===== src/rtl/alu_op_sequencer_pkg.sv =====
// Shared types for the ALU operation sequencer: opcode and FSM state enums
// and the bit positions of the {C,N,V,Z} flag word.
package alu_seq_pkg;

    typedef enum logic [1:0] {
        OP_ADD = 2'b00,
        OP_SUB = 2'b01,
        OP_SHL = 2'b10,
        OP_SHR = 2'b11
    } alu_op_e;

    typedef enum logic [1:0] {
        IDLE  = 2'b00,
        ISSUE = 2'b01,
        RESP  = 2'b10
    } seq_state_e;

    localparam int FLAG_Z = 0;
    localparam int FLAG_V = 1;
    localparam int FLAG_N = 2;
    localparam int FLAG_C = 3;

endpackage


===== src/rtl/alu_op_sequencer_if.sv =====
// Request, ALU and response signals of the sequencer bundled into one interface.
// The master view belongs to the sequencer; the slave view is its environment.
interface alu_op_sequencer_if #(
    parameter int BITS = 3
);
    logic            req_valid_i;
    logic            req_ready_o;
    logic [BITS-1:0] req_a_i;
    logic [BITS-1:0] req_b_i;
    logic [1:0]      req_op_i;
    logic [BITS-1:0] alu_a_o;
    logic [BITS-1:0] alu_b_o;
    logic [1:0]      alu_ctrl_o;
    logic [BITS-1:0] alu_s_i;
    logic [3:0]      alu_flags_i;
    logic            rsp_valid_o;
    logic            rsp_ready_i;
    logic [BITS-1:0] rsp_s_o;
    logic [3:0]      rsp_flags_o;
    logic [3:0]      flags_q_o;

    modport master (
        input  req_valid_i, req_a_i, req_b_i, req_op_i, alu_s_i, alu_flags_i, rsp_ready_i,
        output req_ready_o, alu_a_o, alu_b_o, alu_ctrl_o, rsp_valid_o, rsp_s_o, rsp_flags_o,
               flags_q_o
    );

    modport slave (
        output req_valid_i, req_a_i, req_b_i, req_op_i, alu_s_i, alu_flags_i, rsp_ready_i,
        input  req_ready_o, alu_a_o, alu_b_o, alu_ctrl_o, rsp_valid_o, rsp_s_o, rsp_flags_o,
               flags_q_o
    );
endinterface


===== src/rtl/alu_op_sequencer_flag_reg.sv =====
// Architectural {C,N,V,Z} flag register: loads on enable, cleared by the
// asynchronous active-low reset.
module alu_seq_flag_reg (
    input  logic       clk,
    input  logic       rst_n,
    input  logic       en,
    input  logic [3:0] d,
    output logic [3:0] q
);

    always_ff @(posedge clk or negedge rst_n) begin
        if (!rst_n) begin
            q <= 4'b0000;
        end else if (en) begin
            q <= d;
        end
    end

endmodule


===== src/rtl/alu_op_sequencer.sv =====
// Initiator side of the combinational ALU: request -> ISSUE -> response, with a flag register.
// Optional macro ALU_SEQ_ZERO_FLAG_EN recomputes the Z flag from the captured result.
module alu_op_sequencer
    import alu_seq_pkg::*;
#(
    parameter int BITS = 3
) (
    input logic             clk_i,
    input logic             rst_n_i,
    alu_op_sequencer_if.master bus
);

    seq_state_e      state;
    seq_state_e      next_state;
    logic [BITS-1:0] a_q;
    logic [BITS-1:0] b_q;
    alu_op_e         op_q;
    logic [BITS-1:0] s_q;
    logic [3:0]      rsp_flags_q;
    logic [3:0]      cap_flags;
    logic [3:0]      arch_flags;
    logic            load_req;
    logic            capture;
    logic            commit;
    logic            req_ready;
    logic            rsp_valid;

    always_ff @(posedge clk_i or negedge rst_n_i) begin
        if (!rst_n_i) begin
            state <= IDLE;
        end else begin
            state <= next_state;
        end
    end

    // A new request can be taken from IDLE or in the same cycle a response is consumed.
    always_comb begin
        next_state = state;
        req_ready  = 1'b0;
        rsp_valid  = 1'b0;
        load_req   = 1'b0;
        capture    = 1'b0;
        commit     = 1'b0;
        case (state)
            IDLE: begin
                req_ready = 1'b1;
                if (bus.req_valid_i) begin
                    load_req   = 1'b1;
                    next_state = ISSUE;
                end
            end
            ISSUE: begin
                capture    = 1'b1;
                next_state = RESP;
            end
            RESP: begin
                rsp_valid = 1'b1;
                req_ready = bus.rsp_ready_i;
                if (bus.rsp_ready_i) begin
                    commit = 1'b1;
                    if (bus.req_valid_i) begin
                        load_req   = 1'b1;
                        next_state = ISSUE;
                    end else begin
                        next_state = IDLE;
                    end
                end
            end
            default: next_state = IDLE;
        endcase
    end

    always_ff @(posedge clk_i or negedge rst_n_i) begin
        if (!rst_n_i) begin
            a_q  <= '0;
            b_q  <= '0;
            op_q <= OP_ADD;
        end else if (load_req) begin
            a_q  <= bus.req_a_i;
            b_q  <= bus.req_b_i;
            op_q <= alu_op_e'(bus.req_op_i);
        end
    end

    always_comb begin
        cap_flags = bus.alu_flags_i;
`ifdef ALU_SEQ_ZERO_FLAG_EN
        cap_flags[FLAG_Z] = (bus.alu_s_i == '0);
`endif
    end

    always_ff @(posedge clk_i or negedge rst_n_i) begin
        if (!rst_n_i) begin
            s_q         <= '0;
            rsp_flags_q <= 4'b0000;
        end else if (capture) begin
            s_q         <= bus.alu_s_i;
            rsp_flags_q <= cap_flags;
        end
    end

    alu_seq_flag_reg u_flag_reg (
        .clk   (clk_i),
        .rst_n (rst_n_i),
        .en    (commit),
        .d     (rsp_flags_q),
        .q     (arch_flags)
    );

    // ALU buses come straight from the operand registers, so they only move when a request is latched.
    assign bus.alu_a_o     = a_q;
    assign bus.alu_b_o     = b_q;
    assign bus.alu_ctrl_o  = op_q;
    assign bus.req_ready_o = req_ready;
    assign bus.rsp_valid_o = rsp_valid;
    assign bus.rsp_s_o     = s_q;
    assign bus.rsp_flags_o = rsp_flags_q;
    assign bus.flags_q_o   = arch_flags;

endmodule


===== src/flat_wrapper.sv =====
// flat-port wrapper written by rule: the top's interface ports become plain ports
module alu_op_sequencer_flat import alu_seq_pkg::*;
#(
    parameter int BITS = 3
)
  (clk_i, rst_n_i, bus_req_valid_i, bus_req_a_i, bus_req_b_i, bus_req_op_i, bus_alu_s_i, bus_alu_flags_i, bus_rsp_ready_i, bus_req_ready_o, bus_alu_a_o, bus_alu_b_o, bus_alu_ctrl_o, bus_rsp_valid_o, bus_rsp_s_o, bus_rsp_flags_o, bus_flags_q_o);
  alu_op_sequencer_if #(.BITS(BITS)) bus_i ();
  input logic clk_i;
  input logic rst_n_i;
  input wire logic [$bits(bus_i.req_valid_i)-1:0] bus_req_valid_i;
  input wire logic [$bits(bus_i.req_a_i)-1:0] bus_req_a_i;
  input wire logic [$bits(bus_i.req_b_i)-1:0] bus_req_b_i;
  input wire logic [$bits(bus_i.req_op_i)-1:0] bus_req_op_i;
  input wire logic [$bits(bus_i.alu_s_i)-1:0] bus_alu_s_i;
  input wire logic [$bits(bus_i.alu_flags_i)-1:0] bus_alu_flags_i;
  input wire logic [$bits(bus_i.rsp_ready_i)-1:0] bus_rsp_ready_i;
  output wire logic [$bits(bus_i.req_ready_o)-1:0] bus_req_ready_o;
  output wire logic [$bits(bus_i.alu_a_o)-1:0] bus_alu_a_o;
  output wire logic [$bits(bus_i.alu_b_o)-1:0] bus_alu_b_o;
  output wire logic [$bits(bus_i.alu_ctrl_o)-1:0] bus_alu_ctrl_o;
  output wire logic [$bits(bus_i.rsp_valid_o)-1:0] bus_rsp_valid_o;
  output wire logic [$bits(bus_i.rsp_s_o)-1:0] bus_rsp_s_o;
  output wire logic [$bits(bus_i.rsp_flags_o)-1:0] bus_rsp_flags_o;
  output wire logic [$bits(bus_i.flags_q_o)-1:0] bus_flags_q_o;
  assign bus_i.req_valid_i = bus_req_valid_i;
  assign bus_i.req_a_i = bus_req_a_i;
  assign bus_i.req_b_i = bus_req_b_i;
  assign bus_i.req_op_i = bus_req_op_i;
  assign bus_i.alu_s_i = bus_alu_s_i;
  assign bus_i.alu_flags_i = bus_alu_flags_i;
  assign bus_i.rsp_ready_i = bus_rsp_ready_i;
  assign bus_req_ready_o = bus_i.req_ready_o;
  assign bus_alu_a_o = bus_i.alu_a_o;
  assign bus_alu_b_o = bus_i.alu_b_o;
  assign bus_alu_ctrl_o = bus_i.alu_ctrl_o;
  assign bus_rsp_valid_o = bus_i.rsp_valid_o;
  assign bus_rsp_s_o = bus_i.rsp_s_o;
  assign bus_rsp_flags_o = bus_i.rsp_flags_o;
  assign bus_flags_q_o = bus_i.flags_q_o;
  alu_op_sequencer #(.BITS(BITS)) u_core (.clk_i(clk_i), .rst_n_i(rst_n_i), .bus(bus_i));
endmodule

===== config.mk =====
export PLATFORM = sky130hd
export DESIGN_NAME = alu_op_sequencer_flat
export DESIGN_NICKNAME = d
export VERILOG_FILES = /design/src/rtl/alu_op_sequencer_pkg.sv /design/src/rtl/alu_op_sequencer_if.sv /design/src/rtl/alu_op_sequencer_flag_reg.sv /design/src/rtl/alu_op_sequencer.sv /design/src/flat_wrapper.sv
export SDC_FILE = /design/constraint.sdc
export NUM_CORES = 1
export LEC_CHECK = 0
export BUFFER_PORTS_ARGS = -buffer_cell sky130_fd_sc_hd__buf_2
export CORE_MARGIN = 1.5
export CORE_UTILIZATION = 47
export CTS_CLUSTER_SIZE = 28
export DETAILED_ROUTE_END_ITERATION = 6
export PLACE_DENSITY = 0.8
export SKIP_LAST_GASP = 1
export SYNTH_ARGS = -nofsm -noshare
export SYNTH_HDL_FRONTEND = slang
export SYNTH_SLANG_ARGS = --single-unit
export TNS_END_PERCENT = 10

===== constraint.sdc =====
create_clock -name clk_i -period 3.6 [get_ports clk_i]
set_input_delay 0.36 -clock clk_i [delete_from_list [all_inputs] [get_ports clk_i]]
set_output_delay 0.36 -clock clk_i [all_outputs]
set_load 0.05 [all_outputs]

* Word level (Yosys, flattened, before mapping)
Index checks and enable logic that the tools add are counted. Widths: inputs -> output; s select.
Word-level totals: input port bits 19, bits in registers 21, output and inout port bits 21
Operators by class: muxes and demuxes 12, equality and inequality tests 4, reduce and logical (&&, ||, !) cells 2
Operator list (number):
- $mux 1 | 7
- $pmux 2 s3 | 1
- $mux 2 | 2
- $ne 2x2->1 const B | 2
- $pmux 1 s2 | 2
- $eq 2x1->1 const B | 1
- $eq 2x2->1 const B | 1
- $logic_not 2->1 | 1
- $reduce_and 2->1 | 1

* Longest topological paths before layout
depth in word-level cells 3, depth in mapped cells 4, mapped depth without buffers 3

* Hierarchy
From an unflattened synthesis, not the netlist that was laid out.
Second synthesis, totals: cells, all modules 50, area total of the unflattened synthesis 847.1 um2
By module, submodules not included:
- alu_op_sequencer | times used 1, cells an instance 42, area an instance 701.9 um2, sequential area each 425.4 um2
- alu_seq_flag_reg | times used 1, cells an instance 8, area an instance 145.1 um2, sequential area each 100.1 um2

* Worst setup path after synthesis
Ideal clock, no wire load.
kind register to register, from register u_core.state[0], to register u_core.u_flag_reg.q[0], buffers on the path 0, cell stages (with the launch flop) 4, arrival time 1389 ps, library setup time 125 ps, slack 2086 ps, period minus slack after synthesis 1514 ps, cells stage by stage dfrtp_1 nor2b_2 nand2_1 mux2_2
Between the ends: cells in the longest elaborated chain, start to end 2
Ends and longest elaborated chain:
- from (decl) | line alu_op_sequencer.sv:13 | seq_state_e state;
- from (signal assigned) | line alu_op_sequencer.sv:32 | state <= next_state;
- $eq 2x2->1 | line alu_op_sequencer.sv:44 | case (state)
- $mux 1 | line alu_op_sequencer.sv:44
- to (signal assigned) | line alu_op_sequencer_flag_reg.sv:13 | q <= 4'b0000;
- to (signal assigned) | line alu_op_sequencer_flag_reg.sv:15 | q <= d;
- to (decl) | line alu_op_sequencer_flag_reg.sv:8 | output logic [3:0] q
No other way between the ends. A chain may end at the register's enable or synchronous reset.

* Final worst setup path
from register u_core.state[1], to register u_core.b_q[1] (netlist: u_core.bus.alu_b_o[1])
Between the ends: cells in the longest elaborated chain, start to end 2, elaborated cells between the ends (all ways) 3, classes of those cells eq/ne: 1; mux: 1; reduce/logical: 1
Ends and longest elaborated chain:
- $eq 2x2->1 or $logic_not 2->1 (tied branches) | line alu_op_sequencer.sv:44
- $pmux 1 s2 * | line alu_op_sequencer.sv:44
- to (signal assigned) | line alu_op_sequencer.sv:80 | b_q <= bus.req_b_i;
- to (decl) | line alu_op_sequencer.sv:16 | logic [BITS-1:0] b_q;
Every way passes the cells marked *; elsewhere a longest branch is shown, timed or not.

==> impl_metrics.py <==
metrics = {
    "clocking": {
        "clk_pin_slew_worst_paths_ps": 100,
        "cts_hold_buf": 0,
        "clkSinkCount": 21,
        "clockBufferDepth": 2,
        "htreeDepth": 1,
        "cts-root-buf": "clkbuf_4",
        "cts-buffers-inserted": 3,
        "post_cts_buffers": 0,
        "insertion_delay_ps": 290,
        "cts_tree": "yes",
        "ctsResizeCount": 0,
    },
    "power": {
        "vdd_drop_max_uv": 493,
        "leakage_nw": 0.547,
        "p_per_area_mw_per_mm2": 911,
        "power_uw": 989,
    },
    "timing": {
        "clock_skew_ps": 5.57,
        "fmax_mhz": 570,
        "finalCritPeriodShare": 0.487,
        "slew_viol_final": 0,
        "setup_viol": 0,
        "period_needed_ps": 1750,
        "rsz0062_at_grt": "no",
        "hold_viol": 10,
        "final.setup.tns_ps": 0,
        "maxSlewHeadroom": 0.379,
        "holdWs_ps": -5.96,
        "tightest_slew_ps": 927,
    },
    "worst_setup_path": {
        "endpoint_kind": "register",
        "worst_setup_path_start_kind": "register",
        "rr_endpoint": "u_core.bus.alu_b_o[1]",
        "r2r_start": "u_core.state[1]",
        "cp.required_ps": 3790,
        "worstSetupPathType": "register to register",
        "cp.arrival_ps": 1940,
        "path_max_fanout": 9,
        "r2r.worst_path.cells": 3,
        "crit_path_start": "u_core.state[1]",
        "rrSetupSlack_ps": 1850,
    },
    "logic_synthesis": {
        "avgSynthCellArea_sq_um": 17.0,
        "yosysWarnings": 0,
        "synth_area_sq_um": 848,
        "syn_nets": 69,
        "yosysSeqAreaShare": 0.619,
        "yosysUniqueCellTypes": 13,
        "yosys-top-cells-area": "dfrtp_1, mux2_2, mux2_4, nor2b_4, nor3b_2",
        "yosys.area.top_type": "dfrtp_1",
        "ys_ff_latch": 21,
        "synth_cells": 50,
        "synth_top_area_share": 0.619,
    },
    "final_layout": {
        "fillers": 143,
        "nNetsFinal": 111,
        "syn2layout_area_growth_pct": 27.9,
        "antenna_cells": 0,
        "drive_gt1_frac": 0.714,
        "register_area_sq_um": 526,
        "multi_input_area_sq_um": 307,
    },
    "floorplanning": {
        "core-area_sq_mm": 0.00171,
        "start_util": 0.497,
        "die_area_sq_mm": 0.00207,
        "die_y_um": 45.5,
        "rows": 15,
        "pin_count": 40,
        "die_w_um": 45.5,
    },
    "placement": {
        "gp_congestion": 0.643,
        "hpwl_um": 1060,
        "place.port_buffers": 39,
    },
    "drt": {
        "route.detailed.drc": 0,
        "wirelength_um": 1340,
        "via_per_inst": 4.64,
        "drt-pass1-iter-count": 2,
        "num_vias": 538,
        "avgRoutedWirePerCell_um": 11.6,
        "ant_nets": 0,
        "initialDrtViolationCount": 3,
    },
    "outcome": {
        "violations": "negative hold slack",
        "status": "complete, but fails checks",
    },
    "grt": {
        "grt.total_usage": 0.141,
        "grt_max_degree": 22,
        "overflow": 0,
        "grt_pass1_vias": 488,
        "antenna_found_initial": 0,
        "grt_pass1_wl_um": 2050,
    },
    "flow_run": {
        "drv_cap": 0,
    },
    "worst_hold_path": {
        "worst_hold_path_type": "input pin to async pin",
    },
}
## metal layers
layer  track usage  share of wire  up-vias
met2         0.208           0.50       17
met1         0.192           0.43      264
met3        0.0238          0.042        4
met5             0              0        -
li1              -              -      253
met4        0.0882          0.020        0
## where the power goes
part	leakage [nW]	internal, mW	switching (mW)
Clock	0.0150	0.0430	0.0615
Sequential	0.248	0.318	0.0428
Combinational	0.284	0.152	0.372
Total	0.547	0.512	0.477
## area by class of cell
cell class                      instances  area share
Clock buffer                            4      0.0242
Multi-Input combinational cell         27       0.283
Sequential cell                        21       0.484
Tap cell                               25      0.0288
Timing Repair Buffer                   39       0.180
## critical path, stage by stage, from the launching register on
cell and delay [ps]:
dfrtp_1 410, nor2b_4 140, nor3b_2 740, mux2_4 360
## how the worst max path moves through the flow
stage,depth (start not counted),slack [ps],end
floorplan,3,2090,u_core.u_flag_reg.q[0]
global placement,4,1900,u_core.bus.alu_ctrl_o[0]
detailed placement,4,1840,u_core.bus.alu_b_o[1]
CTS,3,1830,u_core.bus.alu_b_o[1]
global route,3,1770,u_core.bus.alu_b_o[1]
finish,3,1850,u_core.bus.alu_b_o[1]
## placed cells by master, fill, tap and decap left out, drive strengths merged
master	synthesis	routed
buf	2	39
dfrtp	21	21
mux2	19	19
clkbuf	0	4
nor2b	2	2
nor2	1	1
nand2	1	1
nand2b	1	1
or2b	1	1
o21ai	1	1
nor3b	1	1
## metrics by stage
step | instance area, sq um | setup slack (ps) | utilization | hold WS [ps] | instances
6_report | 1080 | 1850 | 0.635 | -5.96 | 116
5_1_grt | 1080 | 1770 | 0.635 | 16.5 | 116
4_1_cts | 1080 | 1830 | 0.635 | 4.72 | 116
3_5_place_dp | 1060 | 1840 | 0.620 | 335 | 112
3_3_place_gp | 1060 | 1900 | 0.620 | 324 | 112
2_1_floorplan | 848 | 2090 | - | 64.4 | 50
## synthesized netlist by cell type (all sizes together)
| cell | number |
|---|---|
| nand2 | 1 |
| o21ai | 1 |
| dfrtp | 21 |
| nor2 | 1 |
| nor2b | 2 |
| mux2 | 19 |
| buf | 2 |
| or2b | 1 |
| nand2b | 1 |
| nor3b | 1 |
## logic make-up (layout without fill, tap and decap cells)
| logic type | Yosys count | after routing | share of synthesized area |
|---|---|---|---|
| and+or+nand+nor | 7 | 7 | 0.0678 |
| AOI/OAI and AO/OA | 1 | 1 | 0.00589 |
| DFF | 21 | 21 | 0.619 |
| muxes | 19 | 19 | 0.288 |
| buffers and inverters | 2 | 43 | 0.0192 |
## flip-flops by register name, summed over array words and instances, names as in the netlist
register	cells
u_core.state	2
u_core.u_flag_reg.q	4
u_core.bus.alu_a_o	3
u_core.bus.alu_ctrl_o	2
u_core.bus.rsp_s_o	3
u_core.bus.alu_b_o	3
u_core.bus.rsp_flags_o	4
Power figures use the tool's default switching activity.
